### config.mk
export PLATFORM = sky130hd
export DESIGN_NAME = onehot_scan_dec
export DESIGN_NICKNAME = d
export VERILOG_FILES = /design/src/rtl/onehot_scan_dec.sv
export SDC_FILE = /design/constraint.sdc
export NUM_CORES = 1
export LEC_CHECK = 0
export CORE_ASPECT_RATIO = 1.75
export CORE_UTILIZATION = 30
export DETAILED_ROUTE_END_ITERATION = 6
export HOLD_SLACK_MARGIN = 0.02
export PLACE_DENSITY = 0.57
export SLEW_MARGIN = 20
export SYNTH_ARGS = -nofsm -noshare
export SYNTH_HDL_FRONTEND = slang
export SYNTH_SLANG_ARGS = --single-unit
### constraint.sdc
create_clock -name clk -period 4.1 [get_ports clk]
set_input_delay 0.82 -clock clk [delete_from_list [all_inputs] [get_ports clk]]
set_output_delay 0.82 -clock clk [all_outputs]
set_load 0.01 [all_outputs]
### src/rtl/onehot_scan_dec.sv
// Registered one-hot decoder with a valid/ready direct-decode mode and an
// auto-scan mode that steps through unmasked channels at a programmable rate.
module onehot_scan_dec #(
    parameter  int SEL_W = 3,
    parameter  int DIV_W = 16,
    localparam int N     = 1 << SEL_W
) (
    input  logic             clk,
    input  logic             rst,
    input  logic             en,
    input  logic             mode,
    input  logic [SEL_W-1:0] sel_in,
    input  logic             in_valid,
    output logic             in_ready,
    input  logic [N-1:0]     mask,
    input  logic [DIV_W-1:0] div,
    output logic [N-1:0]     y,
    output logic [SEL_W-1:0] idx,
    output logic             tick
);

    logic [DIV_W-1:0] pc, pc_d;
    logic [N-1:0]     y_d;
    logic [SEL_W-1:0] idx_d, nxt;
    logic             tick_d;
    logic             accept;

    assign in_ready = en & ~mode & ~rst;
    assign accept   = in_valid & in_ready;

    // Search downwards so the nearest unmasked channel after idx is the last
    // one written; falls back to idx when no other channel is enabled.
    always_comb begin
        logic [SEL_W-1:0] j;
        // NOTE: every combinational output gets a default first so no path leaves it unassigned (no latch).
        nxt = idx;
        j   = '0;
        for (int k = N - 1; k >= 1; k--) begin
            j = idx + SEL_W'(k);
            if (mask[j]) nxt = j;
        end
    end

    // Direct mode and en = 0 both hold the prescaler at zero, so any mode
    // change restarts the dwell from a cleared count.
    always_comb begin
        y_d    = y;
        idx_d  = idx;
        tick_d = 1'b0;
        pc_d   = '0;
        if (!en) begin
            y_d = '0;
        end else if (!mode) begin
            if (accept) begin
                idx_d = sel_in;
                y_d   = N'(1) << sel_in;
            end
        end else begin
            if (pc == div) begin
                idx_d  = nxt;
                tick_d = 1'b1;
            end else begin
                pc_d = pc + DIV_W'(1);
            end
            y_d = (N'(1) << idx_d) & mask;
        end
    end

    always_ff @(posedge clk) begin
        // NOTE: state registers use non-blocking assignments so every flop samples pre-edge values.
        if (rst) begin
            y    <= '0;
            idx  <= '0;
            tick <= 1'b0;
            pc   <= '0;
        end else begin
            y    <= y_d;
            idx  <= idx_d;
            tick <= tick_d;
            pc   <= pc_d;
        end
    end

endmodule

Yosys cells after proc, flatten, opt, wreduce, memory -nomap -nowiden. Index checks and enable logic that the tools add are counted.

Bits in registers: 28. Input port bits: 32. Word-level logic and storage cells: 63. Output and inout port bits: 13.

$add $sub $neg: 8. Shift-type cells: 2. Multiplexer cells: 29. $lt $le $gt $ge: 7. Reduce and logical (&&, ||, !) cells: 5. Eq/ne operators: 1. Bitwise gates (word level): 7.

Operators with widths (count): 3-bit two-way mux (12); 3-bit by 4-bit < comparator with 1-bit output, second input constant (7); 1-bit binary-select mux with 3-bit select (7); 16-bit by 1-bit adder with 16-bit output, second input constant (1); 16-bit equality test (1); 8-bit two-way mux (2); 1-bit by 3-bit left shift with 8-bit output, first input constant (2); 3-bit adder, second input constant (4); 8-bit AND (1); 1-bit two-way mux (8); 3-bit by 2-bit adder with 3-bit output, second input constant (2); 4-bit OR reduction (1); 3-bit by 1-bit adder with 3-bit output, second input constant (1); 1-bit AND (3); 1-bit inverter (3); 3-bit OR reduction (1); 2-bit AND reduction (1); 2-bit nonzero test (1); 2-bit OR reduction (1).

Logic depth before layout (Yosys ltp).
Depth in word-level cells: 16. Mapped depth: 13. Mapped depth without buffers: 10.

Worst setup path after synthesis. OpenSTA, ideal clock, no wires.

Path type: reg-to-reg. Start: register idx[1]. End: register y[7]. Path buffers: 2. Stages on the path, launching flop included: 13. Clock period less this slack: 3.421 ns. Setup slack: 0.679 ns. Library setup time: 0.070 ns. Required time: 4.030 ns. Arrival: 3.351 ns. Cell sequence: dfxtp_1 > clkbuf_1 > inv_1 > ha_1 > buf_6 > mux4_2 > a311oi_1 > a21oi_1 > o32ai_1 > a221o_2 > nand3_4 > or4b_1 > a21oi_1.

Cells in the longest elaborated chain, start to end: 16. Elaborated cells on any way between the ends: 34. Those cells by class: add/sub (7); shift (1); mux (25); bitwise (1).

RTL lines: start, declared (RTL line 18) `output logic [SEL_W-1:0] idx,`; start signal, assigned (RTL line 78) `idx <= idx_d;`; 3-bit adder (RTL line 39) `j = idx + SEL_W'(k);`; 1-bit binary-select mux with 3-bit select (RTL line 40) `if (mask[j]) nxt = j;`; 1-bit two-way mux (not written as such) (RTL line 40); 3-bit two-way mux (7 in series) (RTL line 40); 3-bit two-way mux (*) (RTL line 59) `if (pc == div) begin`; 3-bit two-way mux (*) (RTL line 53) `end else if (!mode) begin`; 3-bit two-way mux (*) (RTL line 51) `if (!en) begin`; 1-bit by 3-bit left shift with 8-bit output (*) (RTL line 65) `y_d = (N'(1) << idx_d) & mask;`; 8-bit AND (*) (RTL line 65); 8-bit two-way mux (*) (RTL line 53); end signal, assigned (RTL line 77) `y <= y_d;`; end, declared (RTL line 17) `output logic [N-1:0] y,`.

Every way passes the cells marked *; elsewhere a longest branch is shown, timed or not. The select of a mux whose other input is x is not followed. A chain may end at the register's enable or synchronous reset.

Final worst setup path.
Start: input port mask[0]. End: register y[7].

Cells in the longest elaborated chain, start to end: 15. Elaborated cells on any way between the ends: 27. Those cells by class: shift (1); mux (25); bitwise (1).

RTL lines: start, declared (RTL line 15) `input logic [N-1:0] mask,`; 1-bit binary-select mux with 3-bit select (RTL line 40); 1-bit two-way mux (not written as such) (RTL line 40); 3-bit two-way mux (6 in series) (RTL line 40); 3-bit two-way mux (*) (RTL line 40); 3-bit two-way mux (*) (RTL line 59); 3-bit two-way mux (*) (RTL line 53); 3-bit two-way mux (*) (RTL line 51); 1-bit by 3-bit left shift with 8-bit output (*) (RTL line 65); 8-bit AND (*) (RTL line 65); 8-bit two-way mux (*) (RTL line 53).

Marks and branches as above.

==> impl_metrics.toml <==
[status]
outcome = "completed"

[setup_path]
critPathSlowestCell = "mux4_2"
worst_setup_path_end_kind = "flip-flop"
cpPeakStageDelay_ns = 0.55
arrival_ns = 3.65
crit_top_cell = "a21oi_1"
path_cells = "clkdlybuf4s50_1, mux4_2, a311oi_1, a21oi_1, o32ai_1, a221o_2, nand3_4, or4b_1, a21oi_1"
path_class = "in -> reg"
startpoint_type = "input port"
required_ns = 4.30
crit_fanout = 6

[synth]
synth_edf_count = 0
synth_seq_area_share = 0.246
synth.most_common_cell = "nand2_1"
synth_top_cells_by_area = "dfxtp_1 25%, mux4_2 7.9%, xnor2_1 7.7%"
yosys-top-cells-count = "32 x nand2_1, 28 x dfxtp_1, 20 x nor2_1, 20 x xnor2_1, 12 x o31ai_1"
syn_avg_cell_area_um2 = 8.64
async_flop_share = 0
ys_types = 53
synth_area_um2 = 2280
synthCells = 264
synth_seq_cells = 28
yosysTopAreaCellShare = 0.246
synth_area_leader_cell = "dfxtp_1"
syn-num-nets = 299
synth-main-ff-cell = "dfxtp_1"
ys_warn_count = 0

[sta]
finalCritPeriodShare = 0.841
min_period_ns = 3.45
fin_skew_ns = 0.00483
setup_tns_ns = 0
rsz0062_at_grt = "no"
hold_slack_ns = 0.508
finalSetupViolCount = 0
tightest_slew_ns = 0.677
hold_viol = 0
maxSlewHeadroom = 0.548
drv_slew = 0
fmax_mhz = 290

[placed_design]
gp_congestion = 0.827
io_buffers = 44
place_area_um2 = 2830
dp_cells = 393
dp_hpwl_mm = 5.14

[cts]
path_clk_slew_ns = 0.07
postCtsSetupBuffers = 0
cts_resized = 0
root_buffer = "clkbuf_16"
clkLatencyLatePin_ns = 0.26
cts_sinks = 28
cts.path.max_buffers = 2
hold_buffers = 0
cts_tree = "yes"
h-tree-depth = 1
cts_buffers = 3

[layout]
postLayoutCoreUtil = 0.401
diodes = 0
instances_no_fill = 397
area_growth_pct = 28.0
fillers = 772
layout-drive-gt1-share = 0.119
nets = 347
design_area_um2 = 2920

[grt]
grt_usage = 0.175
grt_first_pass_wirelength_mm = 10.7
overflow = 0
antenna_found_initial = 0
grt_max_degree = 21
grt_pass1_vias = 2195

[routing]
drc = 0
avgViaCountPerCell = 5.48
detail-route-antenna-nets = 0
post_drt_wl_per_cell_um = 16.3
num_vias = 2176
first_iter_violations = 115
routed_wirelength_mm = 6.46
firstDrtPassIters = 4

[job]
cap_violations = 0

[power_and_ir_drop]
vdd_drop_max_uv = 215
p_per_area_nw_per_um2 = 265
p_leak_nw = 1.00

[die]
core-area_um2 = 7280
ios = 45
die_x_um = 67.9
die_h_um = 117
die_area_um2 = 7970
start_util = 0.313
num_rows = 41

[worst_hold_path]
hold_path_class = "reg -> reg"
[layout make-up]
| type | instances | area [um2] | share of cell area |
|---|---|---|---|
| flip-flops and latches | 28 | 561 | 0.192 |
| clock buffers | 4 | 88.8 | 0.0304 |
| multi-input cells | 215 | 1610 | 0.552 |
| repair buffers | 54 | 515 | 0.176 |
| inverters | 10 | 37.5 | 0.0128 |
| well taps | 86 | 108 | 0.0368 |
[stage by stage]
step                power, W  worst slack (ns)
detailed placement  0.000535             0.397
floorplan           0.000445             0.679
global placement    0.000534             0.386
finish              0.000775             0.651
CTS                 0.000779             0.669
global route        0.000816             0.550
[layer usage]
metal | global-route usage | share of wire
met1 | 0.190 | 0.38
met2 | 0.301 | 0.54
met4 | 0.118 | 0.060
met5 | 0 | 0
met3 | 0.0156 | 0.024
[where the power goes]
| part | leakage, nW | switching [W] | internal, W |
|---|---|---|---|
| Combinational | 0.731 | 0.000126 | 0.000121 |
| Clock | 0.0442 | 0.0000943 | 0.000150 |
| Sequential | 0.227 | 0.00000745 | 0.000277 |
[critical path: cells and delay by family]
kind	cells	cell delay [ns]
mux	1	0.55
buf+inv	1	0.54
compound gates	5	1.08
simple gates	2	0.66
[cells by family after synthesis]
kind of cell               share of synthesized area
AOI/OAI and AO/OA                              0.218
xor gates and xnor gates                       0.119
adders and majority gates                     0.0164
buffers and inverters                         0.0482
DFF                                            0.246
muxes                                          0.152
and+or+nand+nor                                0.201
[worst paths after layout]
check	slack, ns	start	cells past startpoint	end
setup / recovery	0.65	mask[0]	9	y[7]
hold / removal	0.51	pc[0]	1	pc[0]
setup reg to reg	0.76	idx[0]	10	y[7]
hold reg to reg	0.51	pc[0]	1	pc[0]
[flip-flops by register name (all words and copies together), names as in the netlist]
register  cells
pc           16
y             8
idx           3
tick          1
[cells in the final DEF (no fill, tap or decap), types with 2 or more instances in the layout]
cell	synthesis	routed
and3_1	5	5
inv_1	10	10
a221oi_1	4	4
a211oi_1	3	3
dfxtp_1	28	28
mux2i_1	8	8
a21o_1	2	2
o21ai_0	8	8
nand2_1	32	32
xnor2_1	20	20
mux4_2	8	8
clkdlybuf4s50_1	0	44
or2_2	2	2
o31ai_1	12	12
nand4_1	6	6
mux2_2	5	5
nor3_1	4	4
o211ai_1	2	2
ha_1	3	3
nor2_1	20	20
xor2_1	11	11
a21oi_1	10	10
nand2b_1	6	6
nor2b_1	2	2
or3_1	3	3
o21a_1	8	8
clkbuf_16	0	3
buf_4	0	10
mux2_4	2	2
nand3_1	5	5
a2111oi_0	2	2
No activity file was read; power rests on OpenSTA's default activity.
